**config.mk**
```make
export PLATFORM = sky130hd
export DESIGN_NAME = seq_arith_unit
export DESIGN_NICKNAME = d
export VERILOG_FILES = /design/src/rtl/arith_pkg.sv /design/src/rtl/shift_add_mul.sv /design/src/rtl/seq_arith_unit.sv
export SDC_FILE = /design/constraint.sdc
export NUM_CORES = 1
export LEC_CHECK = 0
export CAP_MARGIN = 25
export CORE_MARGIN = 2
export CORE_UTILIZATION = 55
export CTS_CLUSTER_DIAMETER = 100
export DETAILED_ROUTE_END_ITERATION = 8
export PLACE_DENSITY = 0.77
export SLEW_MARGIN = 20
export SYNTH_ARGS = -nofsm -noshare
export SYNTH_HDL_FRONTEND = slang
export SYNTH_SLANG_ARGS = --single-unit
export TNS_END_PERCENT = 30
```
**constraint.sdc**
```tcl
create_clock -name clk -period 5 [get_ports clk]
set_clock_uncertainty 0.05 [all_clocks]
set_input_delay 0.75 -clock clk [delete_from_list [all_inputs] [get_ports clk]]
set_output_delay 0.75 -clock clk [all_outputs]
set_load 0.03 [all_outputs]
```
**src/rtl/arith_pkg.sv**
```systemverilog
// Shared opcodes and FSM state encodings for seq_arith_unit.
package arith_pkg;

  localparam logic OP_MUL = 1'b0;
  localparam logic OP_SUB = 1'b1;

  typedef enum logic [1:0] {
    ST_IDLE = 2'd0,
    ST_MUL  = 2'd1,
    ST_DONE = 2'd2
  } state_t;

endpackage

```
**src/rtl/shift_add_mul.sv**
```systemverilog
// Iterative LSB-first shift-add multiplier: one partial product per cycle, WIDTH cycles.
// done flags the final cycle; product then already includes the last partial product.
module shift_add_mul #(
  parameter int WIDTH = 32
) (
  input  logic               clk,
  input  logic               rst,
  input  logic               start,
  input  logic [WIDTH-1:0]   a,
  input  logic [WIDTH-1:0]   b,
  output logic               busy,
  output logic               done,
  output logic [2*WIDTH-1:0] product
);

  localparam int CW = $clog2(WIDTH + 1);

  logic [CW-1:0]      cnt;
  logic [2*WIDTH-1:0] acc;
  logic [2*WIDTH-1:0] a_shift;
  logic [WIDTH-1:0]   b_shift;

  assign busy = (cnt != '0);
  assign done = (cnt == CW'(1));

  // Look-ahead sum so the caller can capture the full product on the last cycle.
  assign product = acc + (b_shift[0] ? a_shift : '0);

  always_ff @(posedge clk) begin
    if (rst) begin
      cnt     <= '0;
      acc     <= '0;
      a_shift <= '0;
      b_shift <= '0;
    end else if (start) begin
      cnt     <= CW'(WIDTH);
      acc     <= '0;
      a_shift <= {{WIDTH{1'b0}}, a};
      b_shift <= b;
    end else if (busy) begin
      cnt     <= cnt - CW'(1);
      acc     <= product;
      a_shift <= a_shift << 1;
      b_shift <= b_shift >> 1;
    end
  end

endmodule

```
**src/rtl/seq_arith_unit.sv**
```systemverilog
// Handshaked MUL/SUB unit: SUB or err result 1 cycle after accept, MUL WIDTH+1 cycles.
// Accepts only in IDLE; a held result stalls indefinitely until out_ready.
module seq_arith_unit
  import arith_pkg::*;
#(
  parameter int WIDTH      = 32,
  parameter int ENABLE_MUL = 1,
  parameter int ENABLE_SUB = 1
) (
  input  logic               clk,
  input  logic               rst,
  input  logic               in_valid,
  output logic               in_ready,
  input  logic               op,
  input  logic [WIDTH-1:0]   a,
  input  logic [WIDTH-1:0]   b,
  output logic               out_valid,
  input  logic               out_ready,
  output logic [2*WIDTH-1:0] res,
  output logic               borrow,
  output logic               err
);

  state_t             state;
  logic               accept;
  logic               mul_start;
  logic               mul_busy;
  logic               mul_done;
  logic [2*WIDTH-1:0] mul_product;
  logic [WIDTH-1:0]   diff;

  assign accept    = in_valid && in_ready;
  assign mul_start = accept && (op == OP_MUL);
  assign diff      = a - b;

  generate
    if (ENABLE_MUL != 0) begin : g_mul
      shift_add_mul #(.WIDTH(WIDTH)) u_mul (
        .clk     (clk),
        .rst     (rst),
        .start   (mul_start),
        .a       (a),
        .b       (b),
        .busy    (mul_busy),
        .done    (mul_done),
        .product (mul_product)
      );
    end else begin : g_no_mul
      assign mul_busy    = 1'b0;
      assign mul_done    = 1'b0;
      assign mul_product = '0;
    end
  endgenerate

  always_ff @(posedge clk) begin
    if (rst) begin
      state     <= ST_IDLE;
      in_ready  <= 1'b1;
      out_valid <= 1'b0;
      res       <= '0;
      borrow    <= 1'b0;
      err       <= 1'b0;
    end else begin
      case (state)
        ST_IDLE: begin
          if (accept) begin
            in_ready <= 1'b0;
            if ((op == OP_SUB) && (ENABLE_SUB != 0)) begin
              res       <= {{WIDTH{1'b0}}, diff};
              borrow    <= (a < b);
              err       <= 1'b0;
              out_valid <= 1'b1;
              state     <= ST_DONE;
            end else if ((op == OP_MUL) && (ENABLE_MUL != 0)) begin
              state <= ST_MUL;
            end else begin
              res       <= '0;
              borrow    <= 1'b0;
              err       <= 1'b1;
              out_valid <= 1'b1;
              state     <= ST_DONE;
            end
          end
        end
        ST_MUL: begin
          if (mul_busy && mul_done) begin
            res       <= mul_product;
            borrow    <= 1'b0;
            err       <= 1'b0;
            out_valid <= 1'b1;
            state     <= ST_DONE;
          end
        end
        ST_DONE: begin
          if (out_ready) begin
            out_valid <= 1'b0;
            in_ready  <= 1'b1;
            state     <= ST_IDLE;
          end
        end
        default: begin
          out_valid <= 1'b0;
          in_ready  <= 1'b1;
          state     <= ST_IDLE;
        end
      endcase
    end
  end

endmodule
```
; Word-level counts from Yosys, hierarchy flattened
; Cells that the tools add are included.
[totals]
regBits = 236
in_bits = 69
wordCells = 68
[classes]
addsub = 3
magnitude_cmp = 1
eq_ne = 7
muxes = 31
bitwise_logic = 2
reduce_logical = 12
[ops]
columns = operator, n
row1 = $mux W64, 4
row2 = $mux W32, 4
row3 = $pmux W64 S2, 1
row4 = $add A64 B64 Y64, 1
row5 = $lt A32 B32 Y1, 1
row6 = $sub A32 B32 Y32, 1
row7 = $mux W6, 2
row8 = $mux W1, 11
row9 = $mux W2, 4
row10 = $ne A2 B2 Y1 const B, 4
row11 = $reduce_and A4 Y1, 2
row12 = $eq A6 B1 Y1 const B, 1
row13 = $pmux W1 S3, 2
row14 = $pmux W2 S3, 1
row15 = $reduce_and A3 Y1, 2
row16 = $reduce_bool A6 Y1, 1
row17 = $sub A6 B1 Y6 const B, 1
row18 = $pmux W1 S2, 2
row19 = $reduce_bool A2 Y1, 2
row20 = $logic_and A1 B1 Y1, 3
row21 = $eq A2 B1 Y1 const B, 1
row22 = $eq A2 B2 Y1 const B, 1
row23 = $logic_not A2 Y1, 1
row24 = $not A1 Y1, 2
row25 = $reduce_or A2 Y1, 1

; Logic depth before layout (Yosys ltp)
[logic_depth]
depth_word = 4
depth_mapped = 16
mapped_depth_nobuf = 14

; Cells and area by module
; From an unflattened synthesis, not the netlist that was laid out.
[unflattened]
hier_cells = 2074
area_unflattened_um2 = 14998.1
[modules_own_cells]
columns = mod, instances, cells_each, area_each_um2, seq_area_each_um2
row1 = shift_add_mul, 1, 1502, 10578.9, 3323.2
row2 = seq_arith_unit, 1, 572, 4419.2, 1381.3

; Least setup slack after synthesis
; Ideal clock, no wire load.
[synth_timing]
kind = flip-flop to flip-flop
start = reg g_mul.u_mul.b_shift[0]
end = reg g_mul.u_mul.acc[58]
setup_ns = 0.121
arrival_ns = 3.315
required_ns = 4.829
slack_ns = 1.514
path_stages_with_launch = 17
n_path_buf = 2
synth_period_minus_slack_ns = 3.486
cell_sequence = dfxtp_1 -> clkbuf_1 -> clkbuf_1 -> and2_1 -> ha_1 -> fa_1 -> a211oi_1 -> o21a_1 -> a21oi_4 -> a31oi_4 -> o21ba_1 -> o21ai_4 -> a31oi_4 -> o21ai_2 -> a221oi_2 -> xor2_1 -> o21ai_1
[synth_between]
elab_chain_cells = 2
[synth_rtl]
columns = item, line_no
row1 = from (decl), shift_add_mul.sv:21  ; logic [WIDTH-1:0] b_shift;
row2 = from (signal assigned), shift_add_mul.sv:44  ; b_shift <= b_shift >> 1;
row3 = $mux W64, shift_add_mul.sv:27  ; assign product = acc + (b_shift[0] ? a_shift : '0);
row4 = $add A64 B64 Y64, shift_add_mul.sv:27
row5 = to (signal assigned), shift_add_mul.sv:42  ; acc <= product;
row6 = to (decl), shift_add_mul.sv:19  ; logic [2*WIDTH-1:0] acc;
; Every way passes these cells.
; A chain may end at the register's enable or synchronous reset.

; Final worst setup path
[layout_timing]
start = reg g_mul.u_mul.b_shift[0]
end = reg g_mul.u_mul.acc[59]
; Same word-level chain as after synthesis.

==> flow_summary.yaml <==
outcome:
  outcome: "finished clean"
sta:
  max_freq_mhz: 245
  rsz0062_at_grt: "false"
  worstMarginPinSlew_ps: 939
  post-route-worst-setup-slack_ps: 919
  timing.final.hold_violations: 0
  final-setup-viol-count: 0
  final_period_minus_worst_setup_slack_ps: 4080
  tns_ps: 0
  post-route-period-util: 0.816
  slew_headroom: 0.372
  final_max_slew_viol_count: 0
global_routing:
  grt_antenna_before_repair: 0
  grt_start_max_net_pins: 100
  grt_overflow: 0
  track_usage: 0.303
  via_count_of_the_first_global_routing_pass: 13700
  grt.met1_usage: 0.397
  grt.met3_usage: 0.0463
  global_route_wire_length_before_repair_um: 70600
  gr_peak_layer: "met2"
  grt.met2_usage: 0.511
yosys:
  yosysWarnings: 0
  ys_seq_area_frac: 0.314
  count_of_flip_flops_with_a_built_in_enable_after_synthesis: 0
  mappedNetlistNets: 2141
  syn_inst: 1973
  synth_top_family_by_area: "compound AO/OA/AOI/OAI gates"
  post_synthesis_register_bit_count: 235
  synth_xor_area_frac: 0.0526
  share_of_the_synthesized_area_in_compound_gates_ao_oa_aoi_oai: 0.262
  synth_cell_types: 86
  syn_area_um2: 15000
  synth-simple-area-share: 0.230
  synthesized_area_per_cell_um2: 7.60
  postSynth.topFlopCell: "sky130_fd_sc_hd__dfxtp_1"
  asyncSetResetFlopFracSynth: 0
  synthAdderAreaFrac: 0.0836
  synth.mux.area_fraction: 0.00209
setup_path:
  critPathMostFrequentCell: "sky130_fd_sc_hd__a21oi_1"
  cp_data_arrival_time_ps: 4530
  crit_fanout: 36
  timing_worst_setup_path_type: "flip-flop to flip-flop"
  worstSetupStartpointType: "flip-flop"
  critPathMaxStageDelay_ps: 750
  setup.worst_path.end_class: "flip-flop"
  cp_cell_sequence: "buf_12, and2_1, ha_1, a21oi_1, o21bai_1, a21oi_1, nand2_1, a311oi_2, o31ai_1, nor2_2, o21ai_1, a41o_1, or3_1, nand3_1"
  critPathBufInv: 1
  crit_slowest_cell: "sky130_fd_sc_hd__dfxtp_1"
  r2r_depth: 14
  crit_required_ps: 5450
  critical_path.top_delay_family: "compound AO/OA/AOI/OAI gates"
  critical_path_cell_count: 14
floorplan:
  boundaryPins: 137
  initial_utilization: 0.558
  die_height_um: 169
  row_count: 60
  area_of_the_core_region_um2: 26900
  die_w_um: 169
  die_area_um2: 28600
placed_design:
  dpl_worst_slack_ps: 612
  io_buffer_count: 135
  dp_hpwl_um: 32600
  dpl_cell_area_um2: 16300
  place.gp.congestion: 0.944
final_layout:
  finish.instance_area_um2: 17200
  fillers: 2396
  nNetsFinal: 2188
  synthToLayoutAreaGrowth_pct: 14.9
  final_layout_size_suffix_gt1_frac: 0.0525
  final_common_cell: "sky130_fd_sc_hd__nand2_1"
  most-common-layout-cells: "sky130_fd_sc_hd__nand2_1 (394), sky130_fd_sc_hd__dfxtp_1 (235), sky130_fd_sc_hd__a21oi_1 (218), sky130_fd_sc_hd__nor2_1 (166), sky130_fd_sc_hd__clkdlybuf4s50_1 (134)"
  diodes: 0
clock_tree:
  cts-buffers-inserted: 27
  postCtsSetupBuffers: 0
  worstSkewPairLatency_ps: 550
  cts.repair.resized: 0
  cts_root_buffer: "sky130_fd_sc_hd__clkbuf_16"
  htree_levels: 1
  cts-root-to-sink-buffers: 3
  clock_sink_count: 235
  hold_buffer_count_at_cts: 0
  clkTransAtPathRegs_ps: 60
  cts_tree: "yes"
drt:
  viasPerCell: 6.07
  route.vias.total: 14500
  postRouteWirelength_um: 44600
  drt_first_iter_violations: 1199
  routedWlPerCell_um: 18.8
  final_ant_viol_nets: 0
  route.detailed.drc: 0
  dr_pass1_iterations: 5
power_and_ir_drop:
  power_per_cell_area_nw_per_um2: 354
  leakage_nw: 6.99
  post-layout-total-power_mw: 6.09
  irDropWorstVdd_mv: 0.373
flow_run:
  drv_cap: 0
hold_path:
  timing.hold.worst.class: "flip-flop to flip-flop"
  hold-path-cell-count: 2
worst register-to-register path, stage by stage (launching register included):
cell	delay [ps]
sky130_fd_sc_hd__dfxtp_1	750
sky130_fd_sc_hd__buf_12	280
sky130_fd_sc_hd__and2_1	180
sky130_fd_sc_hd__ha_1	320
sky130_fd_sc_hd__a21oi_1	240
sky130_fd_sc_hd__o21bai_1	90
sky130_fd_sc_hd__a21oi_1	240
sky130_fd_sc_hd__nand2_1	130
sky130_fd_sc_hd__a311oi_2	400
sky130_fd_sc_hd__o31ai_1	210
sky130_fd_sc_hd__nor2_2	220
sky130_fd_sc_hd__o21ai_1	180
sky130_fd_sc_hd__a41o_1	320
sky130_fd_sc_hd__or3_1	360
sky130_fd_sc_hd__nand3_1	90
cells by family after synthesis:
group	count (synthesis)
DFF	235
xor gates and xnor gates	90
AOI/OAI and AO/OA	588
and+or+nand+nor	774
other	1
muxes	3
buffers and inverters	183
adders and majority gates	99
worst paths after layout:
path,startpoint,endpoint,slack (ps)
setup / recovery,g_mul.u_mul.b_shift[0]$_SDFFE_PP0P_,g_mul.u_mul.acc[59]$_SDFFE_PP0P_,920
hold / removal,res[63]$_SDFFE_PP0P_,res[63]$_SDFFE_PP0P_,400
setup reg to reg,g_mul.u_mul.b_shift[0]$_SDFFE_PP0P_,g_mul.u_mul.acc[59]$_SDFFE_PP0P_,920
hold reg to reg,res[63]$_SDFFE_PP0P_,res[63]$_SDFFE_PP0P_,400
sequential cells by signal, indices dropped and copies added, names as in the netlist:
name / cells
g_mul.u_mul.a_shift: 64
g_mul.u_mul.acc: 64
res: 64
g_mul.u_mul.b_shift: 32
g_mul.u_mul.cnt: 6
state: 2
borrow: 1
in_ready: 1
out_valid: 1
metal layers:
metal	share of wire	vias up
met5	0	-
met4	0.034	0
met1	0.44	6835
li1	-	7018
met2	0.46	498
met3	0.066	100
power by group:
part / internal (mW) / leakage (nW) / switching, mW
combinational: 0.551 / 4.64 / 1.31
sequential: 2.06 / 1.91 / 0.145
clock: 1.23 / 0.446 / 0.798
cells in the mapped netlist (8+ instances only):
library cell / count / share of area
sky130_fd_sc_hd__o21ai_0: 55 / 0.018
sky130_fd_sc_hd__o21ai_1: 28 / 0.0093
sky130_fd_sc_hd__a21o_1: 65 / 0.033
sky130_fd_sc_hd__nand2_1: 395 / 0.099
sky130_fd_sc_hd__nand3_1: 26 / 0.0087
sky130_fd_sc_hd__nand4_1: 22 / 0.0092
sky130_fd_sc_hd__buf_6: 9 / 0.0068
sky130_fd_sc_hd__xor2_1: 36 / 0.021
sky130_fd_sc_hd__clkbuf_1: 103 / 0.026
sky130_fd_sc_hd__a31oi_1: 12 / 0.0050
sky130_fd_sc_hd__ha_1: 97 / 0.081
sky130_fd_sc_hd__a311oi_1: 72 / 0.042
sky130_fd_sc_hd__dfxtp_1: 235 / 0.31
sky130_fd_sc_hd__inv_1: 51 / 0.013
sky130_fd_sc_hd__a211oi_1: 21 / 0.011
sky130_fd_sc_hd__nor3_1: 24 / 0.0080
sky130_fd_sc_hd__nor2b_1: 13 / 0.0054
sky130_fd_sc_hd__buf_2: 8 / 0.0027
sky130_fd_sc_hd__nor2_1: 167 / 0.042
sky130_fd_sc_hd__and3_1: 9 / 0.0038
sky130_fd_sc_hd__a21oi_1: 219 / 0.073
sky130_fd_sc_hd__xnor2_1: 54 / 0.032
sky130_fd_sc_hd__and2_1: 73 / 0.030
sky130_fd_sc_hd__o21bai_1: 15 / 0.0075
sky130_fd_sc_hd__o21a_1: 11 / 0.0055
sky130_fd_sc_hd__a22o_1: 25 / 0.015
through the flow:
stage / std cells / util / hold WS, ps
2_1_floorplan: 1973 / - / 382
3_3_place_gp: 2332 / 0.607 / 392
3_5_place_dp: 2332 / 0.607 / 398
4_1_cts: 2379 / 0.641 / 408
5_1_grt: 2379 / 0.641 / 419
6_report: 2379 / 0.641 / 404
final cells by class:
type                            instances  area [µm²]  area share
Clock inverter                          8         119     0.00690
Inverter                               52         195      0.0113
Sequential cell                       235        4700       0.273
Multi-Input combinational cell       1555        9490       0.551
Tap cell                              341         427      0.0248
Clock buffer                           39         781      0.0453
Timing Repair Buffer                  149        1500      0.0873
Power figures use the tool's default switching activity.
